`src/rtl/counter_seq_ctrl_if.sv`:
```
// Command/status bundle between the sequencing controller and the counter wrapper.
// The slave side is the controller; the master side drives commands and the counter value.
interface counter_seq_ctrl_if #(
   parameter int WIDTH = 4,
   parameter int PSC_W = 4
);
   logic             start;
   logic             stop;
   logic             mode_auto;
   logic [WIDTH-1:0] terminal;
   logic [PSC_W-1:0] psc;
   logic [WIDTH-1:0] cnt_val;
   logic             cnt_en;
   logic             cnt_clr;
   logic             busy;
   logic             done;
   logic [3:0]       reloads;

   modport master (
      output start, stop, mode_auto, terminal, psc, cnt_val,
      input  cnt_en, cnt_clr, busy, done, reloads
   );

   modport slave (
      input  start, stop, mode_auto, terminal, psc, cnt_val,
      output cnt_en, cnt_clr, busy, done, reloads
   );
endinterface

```
`src/rtl/counter_seq_ctrl.sv`:
```
// Start/stop sequencer for the enable-counter datapath: prescaled count ticks,
// terminal compare, one-shot or auto-reload with a saturating reload count.
//
// state | meaning
// ------+------------------------------------------------------------
// IDLE  | waiting for start; config latched on leaving
// CLEAR | one cycle, counter cleared
// RUN   | prescaler running; tick enables or clears the counter
// DONE  | one-cycle completion pulse in one-shot mode
module counter_seq_ctrl #(
   parameter int WIDTH = 4,
   parameter int PSC_W = 4
) (
   input  logic           clk,
   input  logic           rst_n,
   counter_seq_ctrl_if.slave bus
);

   typedef enum logic [1:0] {
      S_IDLE  = 2'd0,
      S_CLEAR = 2'd1,
      S_RUN   = 2'd2,
      S_DONE  = 2'd3
   } state_t;

   state_t           state;
   logic [PSC_W-1:0] presc;
   logic [PSC_W-1:0] psc_l;
   logic [WIDTH-1:0] term_l;
   logic             mode_l;
   logic [3:0]       reloads_q;

   logic tick;
   logic at_tc;

   assign tick  = (state == S_RUN) && (presc == psc_l);
   assign at_tc = (bus.cnt_val == term_l);

   // Outputs depend only on registered state and the counter value, never on start/stop.
   assign bus.cnt_clr = (state == S_CLEAR) | (tick & at_tc & mode_l);
   assign bus.cnt_en  = tick & ~at_tc;
   assign bus.busy    = (state == S_CLEAR) | (state == S_RUN);
   assign bus.done    = (state == S_DONE);
   assign bus.reloads = reloads_q;

   always_ff @(posedge clk) begin
      if (!rst_n) begin
         state     <= S_IDLE;
         presc     <= '0;
         psc_l     <= '0;
         term_l    <= '0;
         mode_l    <= 1'b0;
         reloads_q <= '0;
      end else begin
         case (state)
            S_IDLE: begin
               if (!bus.stop && bus.start) begin
                  state     <= S_CLEAR;
                  term_l    <= bus.terminal;
                  psc_l     <= bus.psc;
                  mode_l    <= bus.mode_auto;
                  reloads_q <= '0;
               end
            end
            S_CLEAR: begin
               if (bus.stop) begin
                  state <= S_IDLE;
               end else begin
                  state <= S_RUN;
                  presc <= '0;
               end
            end
            S_RUN: begin
               if (bus.stop) begin
                  state <= S_IDLE;
               end else if (tick && at_tc && !mode_l) begin
                  state <= S_DONE;
               end else if (tick) begin
                  presc <= '0;
                  if (at_tc && mode_l && (reloads_q != 4'hf))
                     reloads_q <= reloads_q + 4'd1;
               end else begin
                  presc <= presc + 1'b1;
               end
            end
            S_DONE: begin
               state <= S_IDLE;
            end
            default: begin
               state <= S_IDLE;
            end
         endcase
      end
   end

endmodule

```
`src/flat_wrapper.sv`:
```
// flat-port wrapper written by rule: the top's interface ports become plain ports
module counter_seq_ctrl_flat 
#(
   parameter int WIDTH = 4,
   parameter int PSC_W = 4
)
  (clk, rst_n, bus_start, bus_stop, bus_mode_auto, bus_terminal, bus_psc, bus_cnt_val, bus_cnt_en, bus_cnt_clr, bus_busy, bus_done, bus_reloads);
  counter_seq_ctrl_if #(.WIDTH(WIDTH), .PSC_W(PSC_W)) bus_i ();
  input  logic clk;
  input  logic rst_n;
  input wire logic [$bits(bus_i.start)-1:0] bus_start;
  input wire logic [$bits(bus_i.stop)-1:0] bus_stop;
  input wire logic [$bits(bus_i.mode_auto)-1:0] bus_mode_auto;
  input wire logic [$bits(bus_i.terminal)-1:0] bus_terminal;
  input wire logic [$bits(bus_i.psc)-1:0] bus_psc;
  input wire logic [$bits(bus_i.cnt_val)-1:0] bus_cnt_val;
  output wire logic [$bits(bus_i.cnt_en)-1:0] bus_cnt_en;
  output wire logic [$bits(bus_i.cnt_clr)-1:0] bus_cnt_clr;
  output wire logic [$bits(bus_i.busy)-1:0] bus_busy;
  output wire logic [$bits(bus_i.done)-1:0] bus_done;
  output wire logic [$bits(bus_i.reloads)-1:0] bus_reloads;
  assign bus_i.start = bus_start;
  assign bus_i.stop = bus_stop;
  assign bus_i.mode_auto = bus_mode_auto;
  assign bus_i.terminal = bus_terminal;
  assign bus_i.psc = bus_psc;
  assign bus_i.cnt_val = bus_cnt_val;
  assign bus_cnt_en = bus_i.cnt_en;
  assign bus_cnt_clr = bus_i.cnt_clr;
  assign bus_busy = bus_i.busy;
  assign bus_done = bus_i.done;
  assign bus_reloads = bus_i.reloads;
  counter_seq_ctrl #(.WIDTH(WIDTH), .PSC_W(PSC_W)) u_core (.clk(clk), .rst_n(rst_n), .bus(bus_i));
endmodule
```
`config.mk`:
```
export PLATFORM = sky130hd
export DESIGN_NAME = counter_seq_ctrl_flat
export DESIGN_NICKNAME = d
export VERILOG_FILES = /design/src/rtl/counter_seq_ctrl_if.sv /design/src/rtl/counter_seq_ctrl.sv /design/src/flat_wrapper.sv
export SDC_FILE = /design/constraint.sdc
export NUM_CORES = 1
export LEC_CHECK = 0
export BUFFER_PORTS_ARGS = -buffer_cell sky130_fd_sc_hd__buf_4
export CORE_MARGIN = 3
export CORE_UTILIZATION = 52
export CTS_CLUSTER_DIAMETER = 150
export DETAILED_ROUTE_END_ITERATION = 10
export PLACE_DENSITY_LB_ADDON = 0.3
export SYNTH_ARGS = -nofsm -noshare
export SYNTH_HDL_FRONTEND = slang
export SYNTH_SLANG_ARGS = --single-unit
```
`constraint.sdc`:
```
create_clock -name clk -period 2.4 [get_ports clk]
set_input_delay 0.24 -clock clk [delete_from_list [all_inputs] [get_ports clk]]
set_output_delay 0.24 -clock clk [all_outputs]
set_load 0.005 [all_outputs]
```
==> results.yml, run 1 <==
yosys:
  synth.avg_cell_area_um2: 8.518
  synth_area_mm2: 0.001107
  synth_cell_types: 39
  yosysSeqAreaShare_pct: 34.35
  synth-seq-cells: 19
  synthArstFlopShare_pct: 0
  yosys_warnings: 0
  synth_ff_type: "dfxtp_1"
  synth_most_common_cell: "nand2_1"
  syn_nets: 153
  synth_edf_count: 0
  synth_area_leaders: "dfxtp_1, nand2_1, ha_1"
  synth_common_cells: "nand2_1, dfxtp_1, a21oi_1"
  netlist.area_leader.share_pct: 34.35
  syn-instance-count: 130
  yosysTopAreaCell: "dfxtp_1"
die:
  die_w_um: 52.15
  die_h_um: 52.15
  dieArea_mm2: 0.002719
  core_region_area_mm2: 0.001982
  num_rows: 16
  ioPinCount: 25
  start_util_pct: 55.87
detailed_routing:
  drc: 0
  vias: 1024
  drtIter0Drc: 17
  viasPerCell: 5.657
  wl_mm: 2.300
  wl_per_cell_um: 12.71
  ant_nets: 0
  drt_first_pass_iters: 4
critical_path:
  path_class: "reg -> out"
  reg2reg_depth: 6
  reg2reg_to: "u_core.bus.reloads[2]"
  cp-startpoint: "u_core.state[0]"
  arrival_ns: 1.94
  reg2reg_slack_ns: 0.38
  worst_setup_path_end_kind: "primary output"
  cp.required_ns: 2.16
  r2r_start: "u_core.state[1]"
  crit_end: "bus_cnt_clr"
  start_kind: "flip-flop"
  worst-path-max-fanout: 12
timing:
  rsz0062_at_grt: "no"
  setup-violations-final: 0
  hold_violations: 0
  slew_headroom_pct: 59.08
  tightest_slew_ns: 0.6116
  finalSetupTns_ns: 0
  period_share_pct: 90.91
  layout_min_cycle_time_ns: 2.182
  max_freq_mhz: 458.3
  skew_ns: 0.001486
  slew_violations: 0
  holdWs_ns: 0.1764
cells_and_area:
  drive_gt1_share_pct: 22.73
  fill_cells: 185
  synthToLayoutAreaGrowth_pct: 18.53
  n_antenna_cell: 0
  layout.nets: 178
status:
  outcome: "finished clean"
place:
  port_buffers: 24
  place_congestion: 0.7674
  dp_hpwl_mm: 1.712
worst_hold_path:
  hp-start: "bus_terminal[1]"
  min-delay-path-class: "in -> reg"
grt:
  grt_max_degree: 18
  grt-ovfl-total: 0
  grt_pass1_wl_mm: 4.008
  track_usage_pct: 19.20
  antenna_found_initial: 0
  grt_pass1_vias: 936
clock_network:
  cts_tree: "done"
  cts_root_buf: "clkbuf_4"
  cts_made_buffers: 3
  cts_sinks: 19
  cts_resized: 0
  worstSkewPairLatency_ns: 0.30
  clockBufferDepth: 2
  postCtsSetupRepairBufs: 0
  clkTransAtPathRegs_ns: 0.11
  cts_hold_buf: 0
  htree_levels: 1
pwr:
  power_density_mw_per_mm2: 479.5
  peakVddDrop_uv: 337.0
  leakage_uw: 0.0005226
flow_run:
  max_cap_viol_count: 0
## layout by cell type, fill, tap and decap left out, drive strengths merged, types with 2 or more instances in the layout
cell / n
nand2: 26
buf: 24
dfxtp: 19
a21oi: 12
xor2: 7
inv: 6
o21ai: 6
ha: 6
nand3: 5
clkbuf: 4
or3: 3
o311ai: 3
o211ai: 3
a31oi: 3
nor3: 3
o221ai: 2
nor2: 2
or4: 2
and2: 2
## registers in the layout, indices dropped and copies added, names as in the netlist
register,count
u_core.term_l,4
u_core.mode_l,1
u_core.psc_l,4
u_core.bus.reloads,4
u_core.state,2
u_core.presc,4
## area by class of cell
cell class	count	area [um2]	area share, %
multi-input cells	100	665.6	50.71
flip-flops and latches	19	380.4	28.98
repair buffers	24	180.2	13.73
well taps	27	33.78	2.574
clock buffers	4	26.28	2.002
inverters	7	26.28	2.002
## routing by layer
metal | vias to the layer above | global-route usage (%) | share of wire, %
li1 | 514 | - | -
met1 | 480 | 23.42 | 43
met2 | 28 | 34.73 | 50
met3 | 2 | 2.865 | 5.9
met4 | 0 | 5.106 | 1.0
met5 | - | 0 | 0
## power by group
group / internal [uW] / switching [uW]
combinational: 57.2 / 69.2
sequential: 328 / 10.1
clock: 64.8 / 99.7
total: 450 / 179
## critical path, cell delays in order (launching register included)
cell and delay (ns):
dfxtp_1 0.39, inv_1 0.09, ha_1 0.33, and2_2 0.25, and2_1 0.20, a31o_2 0.25
buf_4 0.13
## logic make-up (layout without fill, tap and decap cells)
group / after synthesis / count (layout) / synth area share [%]
AO/OA/AOI/OAI: 34 / 34 / 19.66
flip-flops: 19 / 19 / 34.35
XOR/XNOR: 8 / 8 / 6.328
buffers and inverters: 11 / 35 / 5.536
adder cells (fa/ha/maj): 6 / 6 / 6.779
AND/OR/NAND/NOR: 52 / 52 / 27.35
## stage by stage
step / instance area [um2] / total power (uW) / utilization, % / instances / worst slack, ns
6_report: 1313 / 629.3 / 66.22 / 181 / 0.2182
5_1_grt: 1313 / 659.4 / 66.22 / 181 / 0.1335
4_1_cts: 1313 / 636.1 / 66.22 / 181 / 0.2108
3_5_place_dp: 1286 / 472.4 / 64.90 / 177 / 0.4081
3_3_place_gp: 1286 / 468.1 / 64.90 / 177 / 0.5373
2_1_floorplan: 1107 / 426.7 / - / 130 / 0.6391
## worst min path at each step
stage	endpoint	slack [ns]	depth (start not counted)
5_1_grt	u_core.mode_l	0.17	3
3_5_place_dp	u_core.term_l[1]	0.46	2
2_1_floorplan	u_core.psc_l[0]	0.38	2
4_1_cts	u_core.term_l[3]	0.17	3
3_3_place_gp	u_core.term_l[0]	0.45	2
6_report	u_core.term_l[1]	0.18	3
(Power assumes the default switching activity.)
==> run 2, diff against run 1 <==
- CORE_UTILIZATION: 52 -> 47
- GPL_TIMING_DRIVEN: default -> 0
- clock period: 2.4 -> 1.8 ns (I/O delays scaled with it)
==> results.yml, run 2 (synthesized netlist as in run 1, its figures left out) <==
clock_network:
  cts_root_buf: "clkbuf_4"
  cts_tree: "done"
  cts_hold_buf: 0
  cts_made_buffers: 3
  htree_levels: 1
  clkTransAtPathRegs_ns: 0.11
  clockBufferDepth: 2
  worstSkewPairLatency_ns: 0.30
  cts_sinks: 19
grt:
  antenna_found_initial: 0
  gr-usage-met2_pct: 31.67
  grt_max_degree: 12
  grt_pass1_wl_mm: 4.195
  use_met1_pct: 25.58
  grt_pass1_vias: 927
  grt_use_met3_pct: 5.722
  grt-ovfl-total: 0
  track_usage_pct: 19.49
  grt_busiest_layer: "met2"
pwr:
  internal_power_uw: 627.0
  switching_share_pct: 29.86
  leakage_uw: 0.0005610
  clockPowerShare_pct: 24.7
  pwr-share-comb_pct: 24.4
  seq_power_share_pct: 50.9
  peakVddDrop_uv: 503.6
  switchingPower_uw: 266.9
  power_density_mw_per_mm2: 611.1
cells_and_area:
  n_antenna_cell: 0
  multi_input_comb_area_um2: 749.5
  layout.nets: 186
  layout_common_cells: "nand2_1, buf_4, dfxtp_1, a21oi_1, dfxtp_2"
  fill_cells: 170
  drive_gt1_share_pct: 37.04
  seq_area_um2: 387.9
  synthToLayoutAreaGrowth_pct: 32.09
die:
  ioPinCount: 25
  core_region_area_mm2: 0.002102
  die_w_um: 54.54
  start_util_pct: 52.68
  num_rows: 16
  dieArea_mm2: 0.002975
  die_h_um: 54.54
detailed_routing:
  viasPerCell: 5.677
  wl_per_cell_um: 13.65
  ant_nets: 0
  drt_first_pass_iters: 4
  vias: 1073
  wl_mm: 2.580
  drc: 0
  drtIter0Drc: 25
flow_run:
  max_cap_viol_count: 0
critical_path:
  cp.required_ns: 2.03
  path_class: "reg -> reg"
  cp.buffers_inverters: 2
  critPathMaxStageDelay_ns: 0.58
  start_kind: "flip-flop"
  arrival_ns: 2.06
  critPathSlowestCell: "or4_1"
  crit_chain: "inv_1, ha_2, inv_2, o2111ai_4, or4_1, a31oi_1"
  worst-path-max-fanout: 10
  worst_setup_path_end_kind: "flip-flop"
  crit_family: "simple AND/OR/NAND/NOR gates"
timing:
  hold_violations: 0
  setup-violations-final: 1
  tightest_slew_ns: 0.5974
  slew_violations: 0
  max_freq_mhz: 546.5
  skew_ns: 0.005632
  rsz0062_at_grt: "yes"
  slew_headroom_pct: 60.02
  finalSetupTns_ns: -0.02969
  setup_ws_ns: -0.02969
  layout_min_cycle_time_ns: 1.830
  period_share_pct: 101.6
worst_hold_path:
  min-delay-path-class: "in -> reg"
place:
  place_congestion: 0.7603
  pre_cts_slack_ns: -0.2181
  dp_hpwl_mm: 1.842
  port_buffers: 23
status:
  violations: "setup timing"
  outcome: "finished, violations left"
-- run 2: routing by layer --
metal,share of wire (%),wire (um),vias up
met5,0,0,-
met4,0.58,15,0
met3,6.1,157,2
met2,51,1322,37
met1,42,1085,505
li1,-,-,529
-- run 2: path summary, 6_finish.rpt --
kind         cells past startpoint        startpoint  slack [ns]               endpoint
max                              6   u_core.state[1]       -0.03  u_core.bus.reloads[3]
min                              3   bus_terminal[3]        0.11       u_core.term_l[3]
max reg2reg                      6   u_core.state[1]       -0.03  u_core.bus.reloads[3]
min reg2reg                      2  u_core.term_l[2]        0.48       u_core.term_l[2]
-- run 2: metrics by stage --
stage	cell area [um2]	total power, uW	hold WS, ns	utilization, %	instances
6_report	1463	893.9	0.1102	69.58	189
5_1_grt	1463	944.6	0.1060	69.58	189
4_1_cts	1425	890.4	0.1034	67.80	189
3_5_place_dp	1314	638.9	0.4395	62.50	180
3_3_place_gp	1314	631.2	0.4293	62.50	180
2_1_floorplan	1107	569.0	0.3160	-	130
-- run 2: power by group through the flow --
stage                     clock, uW  combinational, uW  sequential, uW
after floorplan                   0                111             458
after global placement            0                172             459
after detailed placement          0                178             461
after CTS                       227                211             452
after global routing            246                241             458
final                           221                218             455
-- run 2: final cells by class --
type / count / area share, %
Clock buffer: 3 / 1.540
Multi-Input combinational cell: 101 / 51.24
Sequential cell: 19 / 26.52
Tap cell: 27 / 2.310
Inverter: 7 / 1.796
Buffer: 4 / 2.139
Timing Repair Buffer: 27 / 14.11
Clock inverter: 1 / 0.3422
-- run 2: worst reg2reg max path: stages, from the launching register on --
cell	delay, ns
dfxtp_2	0.41
inv_1	0.09
ha_2	0.21
inv_2	0.09
o2111ai_4	0.20
or4_1	0.58
a31oi_1	0.18
-- run 2: what timing repair did --
action | CTS | global route
buffers inserted | 4 | 0
resized for setup | 12 | 12
endpoints found under the setup margin | 7 | 13
pin swaps | 5 | 6
cloned | 1 | 0
